--- src/rtl/sub_serial_pkg.sv ---
// Shared definitions for the serial subtractor: default sizes, status-bus
// flag positions and the controller state encoding.
package sub_serial_pkg;

    localparam int unsigned WIDTH_DEF = 32;
    localparam int unsigned DIGIT_DEF = 4;

    localparam int unsigned FLAG_OF = 3;
    localparam int unsigned FLAG_CF = 2;
    localparam int unsigned FLAG_SF = 1;
    localparam int unsigned FLAG_ZF = 0;

    typedef enum logic {
        IDLE = 1'b0,
        RUN  = 1'b1
    } state_t;

endpackage

--- src/rtl/sub_digit.sv ---
// One DIGIT-bit slice of the borrow chain: d = x - y - bin, bout = borrow out.
module sub_digit #(
    parameter int unsigned DIGIT = 4
) (
    input  logic [DIGIT-1:0] x,
    input  logic [DIGIT-1:0] y,
    input  logic             bin,
    output logic [DIGIT-1:0] d,
    output logic             bout
);

    logic [DIGIT:0] diff;

    // The extra top bit goes to 1 exactly when the slice borrows.
    assign diff = {1'b0, x} - {1'b0, y} - (DIGIT+1)'(bin);
    assign d    = diff[DIGIT-1:0];
    assign bout = diff[DIGIT];

endmodule

--- src/rtl/sub_serial.sv ---
// Multi-cycle subtractor c = a - b, one DIGIT-bit slice per clock, LSB first,
// with start/busy/done handshake and OF/CF/SF/ZF flags.
module sub_serial
    import sub_serial_pkg::*;
#(
    parameter int unsigned WIDTH = WIDTH_DEF,
    parameter int unsigned DIGIT = DIGIT_DEF
) (
    input  logic             clk,
    input  logic             rst_n,
    input  logic             start,
    input  logic [WIDTH-1:0] a,
    input  logic [WIDTH-1:0] b,
    output logic             busy,
    output logic             done,
    output logic [WIDTH-1:0] c,
    output logic             OF,
    output logic             CF,
    output logic             SF,
    output logic             ZF
);

    localparam int unsigned NDIG = WIDTH / DIGIT;
    localparam int unsigned CW   = (NDIG > 1) ? $clog2(NDIG) : 1;
    localparam logic [CW-1:0] LAST = CW'(NDIG - 1);

    state_t           state;
    logic [CW-1:0]    cnt;
    logic [WIDTH-1:0] a_q;
    logic [WIDTH-1:0] b_q;
    logic             a_msb;
    logic             b_msb;
    logic             borrow;
    logic             nz;
    logic [WIDTH-1:0] res;
    logic [3:0]       flags;

    logic [DIGIT-1:0] d;
    logic             bout;
    logic [WIDTH-1:0] res_next;

    // Operands shift right each cycle so the active digit is always the low slice.
    sub_digit #(.DIGIT(DIGIT)) u_digit (
        .x    (a_q[DIGIT-1:0]),
        .y    (b_q[DIGIT-1:0]),
        .bin  (borrow),
        .d    (d),
        .bout (bout)
    );

    assign res_next = {d, res[WIDTH-1:DIGIT]};

    always_ff @(posedge clk or negedge rst_n) begin
        if (!rst_n) begin
            state  <= IDLE;
            cnt    <= '0;
            a_q    <= '0;
            b_q    <= '0;
            a_msb  <= 1'b0;
            b_msb  <= 1'b0;
            borrow <= 1'b0;
            nz     <= 1'b0;
            res    <= '0;
            busy   <= 1'b0;
            done   <= 1'b0;
            c      <= '0;
            flags  <= '0;
        end else begin
            done <= 1'b0;
            case (state)
                IDLE: begin
                    if (start) begin
                        state  <= RUN;
                        busy   <= 1'b1;
                        a_q    <= a;
                        b_q    <= b;
                        a_msb  <= a[WIDTH-1];
                        b_msb  <= b[WIDTH-1];
                        borrow <= 1'b0;
                        cnt    <= '0;
                        nz     <= 1'b0;
                    end
                end
                RUN: begin
                    a_q    <= a_q >> DIGIT;
                    b_q    <= b_q >> DIGIT;
                    borrow <= bout;
                    nz     <= nz | (|d);
                    res    <= res_next;
                    cnt    <= cnt + CW'(1);
                    if (cnt == LAST) begin
                        state          <= IDLE;
                        busy           <= 1'b0;
                        done           <= 1'b1;
                        c              <= res_next;
                        flags[FLAG_CF] <= bout;
                        flags[FLAG_SF] <= d[DIGIT-1];
                        flags[FLAG_ZF] <= ~(nz | (|d));
                        flags[FLAG_OF] <= (a_msb != b_msb) && (d[DIGIT-1] != a_msb);
                    end
                end
                default: state <= IDLE;
            endcase
        end
    end

    assign OF = flags[FLAG_OF];
    assign CF = flags[FLAG_CF];
    assign SF = flags[FLAG_SF];
    assign ZF = flags[FLAG_ZF];

endmodule

--- config.mk ---
export PLATFORM = sky130hd
export DESIGN_NAME = sub_serial
export DESIGN_NICKNAME = d
export VERILOG_FILES = /design/src/rtl/sub_serial_pkg.sv /design/src/rtl/sub_digit.sv /design/src/rtl/sub_serial.sv
export SDC_FILE = /design/constraint.sdc
export NUM_CORES = 1
export LEC_CHECK = 0
export CORE_MARGIN = 2
export CORE_UTILIZATION = 54
export CTS_BUF_LIST = sky130_fd_sc_hd__clkbuf_4 sky130_fd_sc_hd__clkbuf_8
export CTS_CLUSTER_DIAMETER = 40
export DETAILED_ROUTE_END_ITERATION = 10
export GPL_TIMING_DRIVEN = 0
export PLACE_DENSITY_LB_ADDON = 0.15
export SKIP_LAST_GASP = 1
export SYNTH_ARGS = -nofsm -noshare
export SYNTH_HDL_FRONTEND = slang
export SYNTH_SLANG_ARGS = --single-unit
--- constraint.sdc ---
create_clock -name clk -period 2.4 [get_ports clk]
set_input_delay 0.24 -clock clk [delete_from_list [all_inputs] [get_ports clk]]
set_output_delay 0.24 -clock clk [all_outputs]
set_load 0.1 [all_outputs]
# --- After elaboration in Yosys (flattened, before gate mapping) ---
# Index checks and enable logic that the tools add are counted.
classes:
  add_sub_neg: 3
  n_eq_ne: 5
  n_mux: 17
  n_bitwise: 3
  n_reduce_logical: 5
ops:
  columns: ["cell", "n"]
  rows:
  - ["$pmux 32 s2", 2]
  - ["$mux 32", 2]
  - ["$pmux 1 s2", 4]
  - ["$mux 1", 7]
  - ["$pmux 3 s2", 1]
  - ["$reduce_and 2->1", 3]
  - ["$sub 4x4->5", 1]
  - ["$sub 5x1->5", 1]
  - ["$reduce_or 4->1", 1]
  - ["$add 3x1->3 const B", 1]
  - ["$eq 3x3->1 const B", 1]
  - ["$mux 3", 1]
  - ["$ne 1x1->1", 2]
  - ["$ne 2x1->1 const B", 1]
  - ["$ne 2x2->1 const B", 1]
  - ["$not 1->1", 2]
  - ["$logic_and 1x1->1", 1]
  - ["$or 1x1->1", 1]
word_totals:
  regBits: 142
  input_bits: 67
  output_inout_bits: 38
  elab_cells: 46

# --- Depth between registers and ports, before layout ---
depth:
  word_depth: 5
  ltp_mapped: 8
  mapped_depth_nobuf: 8

# --- Modules after synthesis ---
# Synthesis repeated with hierarchy kept, for this count alone.
hier_totals:
  hier_cells: 465
  hier_area_um2: 5914.4
modules_own_cells:
  columns: ["module", "instances", "cells_per_inst", "area_each_um2", "seq_area_each_um2"]
  rows:
  - ["sub_serial", 1, 441, 5706.7, 3428.3]
  - ["sub_digit", 1, 24, 207.7, 0.0]

# --- Least setup slack after synthesis ---
# Ideal clock, no wire load.
synth_path:
  path_kind: "reg-to-reg"
  from: "register a_q[0]"
  to: "register res[31]"
  setup_time_ns: 0.125
  t_arrival_ns: 1.694
  t_required_ns: 2.275
  path_slack_ns: 0.581
  path_stages_with_launch: 7
  period_less_slack_ns: 1.819
  path_cell_list: "dfrtp_1 -> fa_1 -> ha_1 -> nand2_1 -> a31oi_1 -> nor2_1 -> mux2_2"
synth_between:
  elab_chain_cells: 2
synth_lines:
  columns: ["element", "line_no", "rtl"]
  rows:
  - ["start: declaration", "sub_serial.sv:29", "logic [WIDTH-1:0] a_q;"]
  - ["start signal: assignment", "sub_serial.sv:85", "a_q <= a_q >> DIGIT;"]
  - ["$sub 4x4->5", "sub_digit.sv:15", "assign diff = {1'b0, x} - {1'b0, y} - (DIGIT+1)'(bin);"]
  - ["$sub 5x1->5", "sub_digit.sv:15", null]
  - ["end signal: assignment", "sub_serial.sv:89", "res <= res_next;"]
  - ["end: declaration", "sub_serial.sv:35", "logic [WIDTH-1:0] res;"]
# Every way passes these cells.
# A chain may end at the register's enable or synchronous reset.

==> out/summary.log <==
qor: run_status.run_status finished, final reports clean
qor: placement.placement.cell_area 7070 µm²
qor: power_and_ir_drop.power_per_cell_area 1530 nW/µm²
qor: job.maxCapViolations 0
qor: synth.number_of_warnings_issued_by_yosys 0
qor: power_and_ir_drop.post-layout-total-power 11,400 µW
qor: cts.cts_tree yes
qor: finish.postLayoutCoreUtil 71.6%
qor: cts.clock_pin_transition_on_the_worst_setup_and_hold_timing_paths 80 ps
qor: synth.ys_types 29
qor: grt.grt_start_max_net_pins 81
qor: synth.netlist_top_cells_area dfrtp_1 (59%), mux2_2 (11%), mux2i_1 (11%), o21ai_0 (5.5%), nand2_1 (4.2%)
qor: grt.grt_pass1_wl 19.2 mm
qor: finish.design_area 7460 µm²
qor: finish.area_growth 27.7%
qor: synth.ff_latch_count_synth 137
qor: die.floorplan.die.height 108 µm
qor: critical_path.critical_path_arrival 2040 ps
qor: synth.postSynthNetCount 547
qor: grt.first_global_vias 3,915
qor: cts.clock-sinks 137
qor: critical_path.worstSetupPathType flop to output pin
qor: cts.htreeDepth 4
qor: timing.fmaxAchievable 438 MHz
qor: grt.antenna_found_initial 0
qor: min_path.min_path_type input pin to async pin
qor: critical_path.critPathMaxFanout 3
qor: routing.drt_pass1_iterations 4
qor: routing.drcViolationCount 0
qor: cts.cts_buffer_depth 2
qor: synth.synth_largest_type_area_fraction 58.7%
qor: timing.layout_min_cycle_time 2280 ps
qor: timing.rsz_0062_raised_after_global_routing false
qor: die.die_area 11,700 µm²
qor: power_and_ir_drop.worst_ir_drop_vdd 0.00121 V
qor: routing.finalWirelength 11.7 mm
qor: finish.fin_nets 671
qor: routing.first_iter_violations 150
qor: timing.number_of_max_slew_violations_in_the_final_report 0
qor: synth.post-synth-top-area-cell dfrtp_1
qor: critical_path.critical_path.endpoint_type output pin
qor: critical_path.critPathRequiredTime 2160 ps
qor: placement.port_buffers 103
qor: synth.synthesis.instances 472
qor: placement.preCtsSetupSlack 349 ps
qor: cts.clockRootBuffer clkbuf_8
qor: die.initial_utilization 56.1%
qor: timing.tightest_slew 975 ps
qor: critical_path.worstSetupStartpointType flop
qor: timing.final.setup_skew 8.50 ps
qor: timing.finalHoldViolations 0
qor: grt.grt_overflow 0
qor: critical_path.reg2regPathDepth 6
qor: die.core-area 10,400 µm²
qor: synth.syn_area_per_cell 12.4 µm²
qor: power_and_ir_drop.power.static_leakage 0.00343 µW
qor: finish.final_layout_size_suffix_gt1_share 18.6%
qor: die.top_level_ports 105
qor: placement.finalWeightedCongestion 0.771
qor: placement.dpl.hpwl 8.43 mm
qor: routing.via_count 3,927
qor: timing.report.final.setup_viol 0
qor: timing.max-slew-margin-rel 34.8%
qor: timing.layout_worst_path_cycle_share 95.0%
qor: grt.gr-usage-all-layers 21.4%
qor: cts.cts_inserted_buffers 17
qor: synth.mappedNetlistArea 5840 µm²
qor: cts.clock_latency 430 ps
qor: synth.seq_area_frac_synth 58.7%
qor: routing.postRouteAntennaNets 0
qor: routing.routed_wire_length_per_instance 15.7 µm
qor: finish.antennaDiodeCount 0
qor: die.placement_rows 37
qor: routing.via_per_inst 5.28
qor: cts.post_cts_resize_count 0
qor: die.chipWidth 108 µm
qor: timing.post-route-worst-setup-slack 119 ps
==> registers in the layout, summed over array words and instances, names as in the netlist <==
signal	count
a_msb	1
a_q	32
b_msb	1
b_q	32
borrow	1
busy	1
c	31
cnt	3
done	1
flags	4
nz	1
res	28
state	1
==> synth_stat cells (all sizes together) <==
master    n
a21oi     1
a22o      3
a31oi     1
and4      1
buf      19
clkbuf   11
dfrtp   137
fa        2
ha        6
inv      15
mux2     59
mux2i    64
nand2    67
nand3     1
nand3b    1
nor2     12
nor3      1
nor3b     1
o211ai    2
o21ai    64
o22ai     1
or2       1
xnor2     2
==> per-stage QoR <==
step	hold slack (ps)	std cells	TNS [ps]
after global routing	372	744	0
after floorplan	-55.6	472	0
final	336	744	0
after global placement	462	711	-566840
after detailed placement	235	712	0
after CTS	336	744	0
==> what timing repair did <==
item | CTS | global route
setup buffers | 0 | 0
hold buffers | 1 | 0
endpoints found under the hold margin | 57 | 0
==> where the power goes <==
part / leakage [µW] / internal [µW] / switching, µW
registers: 0.00173 / 3320 / 593
clock network: 0.000196 / 981 / 827
logic: 0.00150 / 1910 / 3750
==> worst max-delay path, stage by stage (launching register included) <==
cell and delay, ps:
dfrtp_1 380, buf_4 120, clkdlybuf4s50_1 1110
==> area by class of cell <==
cell class | instances | area (µm²)
Timing Repair Buffer | 105 | 1070
Multi-Input combinational cell | 290 | 2160
Clock buffer | 22 | 278
Sequential cell | 137 | 3430
Tap cell | 136 | 170
Buffer | 30 | 199
Fill cell | 788 | 2960
Inverter | 15 | 56.3
Clock inverter | 9 | 100
==> cells by family after synthesis <==
kind of cell / Yosys count / share of synthesized area (%)
buffers and inverters: 45 / 4.37
and+or+nand+nor: 85 / 5.80
muxes: 123 / 22.4
xor gates and xnor gates: 2 / 0.300
AOI/OAI and AO/OA: 72 / 6.49
adders and majority gates: 8 / 1.97
DFF: 137 / 58.7
==> worst paths after layout <==
| kind | start | endpoint | slack [ps] |
|---|---|---|---|
| max in group asynchronous | rst_n | a_q[5] | 1320 |
| setup / recovery | flags[1] | c[31] | 120 |
| hold reg to reg | b_q[14] | b_q[10] | 480 |
| hold / removal | rst_n | c[17] | 340 |
| min in group clk | start | b_q[2] | 370 |
| setup reg to reg | a_q[0] | nz | 320 |
==> routing by layer <==
layer	GRT usage (%)	part of all wire (%)	vias to the layer above
met5	0	0	-
met3	4.52	3.8	25
met1	28.8	45	1941
li1	-	-	1868
met4	7.97	1.9	0
met2	34.5	49	93
==> cells in the final DEF, fill, tap and decap left out <==
cell type and instances:
a21oi_1 1, a22o_1 3, a31oi_1 1, and4_1 1, buf_16 1, buf_2 6
buf_4 6, buf_6 7, buf_8 1, bufinv_16 2, clkbuf_1 11, clkbuf_4 4
clkbuf_8 18, clkdlybuf4s50_1 102, clkinv_2 5, clkinvlp_4 2, dfrtp_1 137, dlygate4sd3_1 1
fa_1 2, ha_1 6, inv_1 14, inv_2 1, mux2_2 58, mux2_4 1
mux2i_1 64, nand2_1 66, nand2_2 1, nand3_1 1, nand3b_1 1, nor2_1 12
nor3_1 1, nor3b_1 1, o211ai_1 2, o21ai_0 64, o22ai_1 1, or2_1 1
xnor2_1 2
Note: power is estimated with default switching activity, not from simulation.
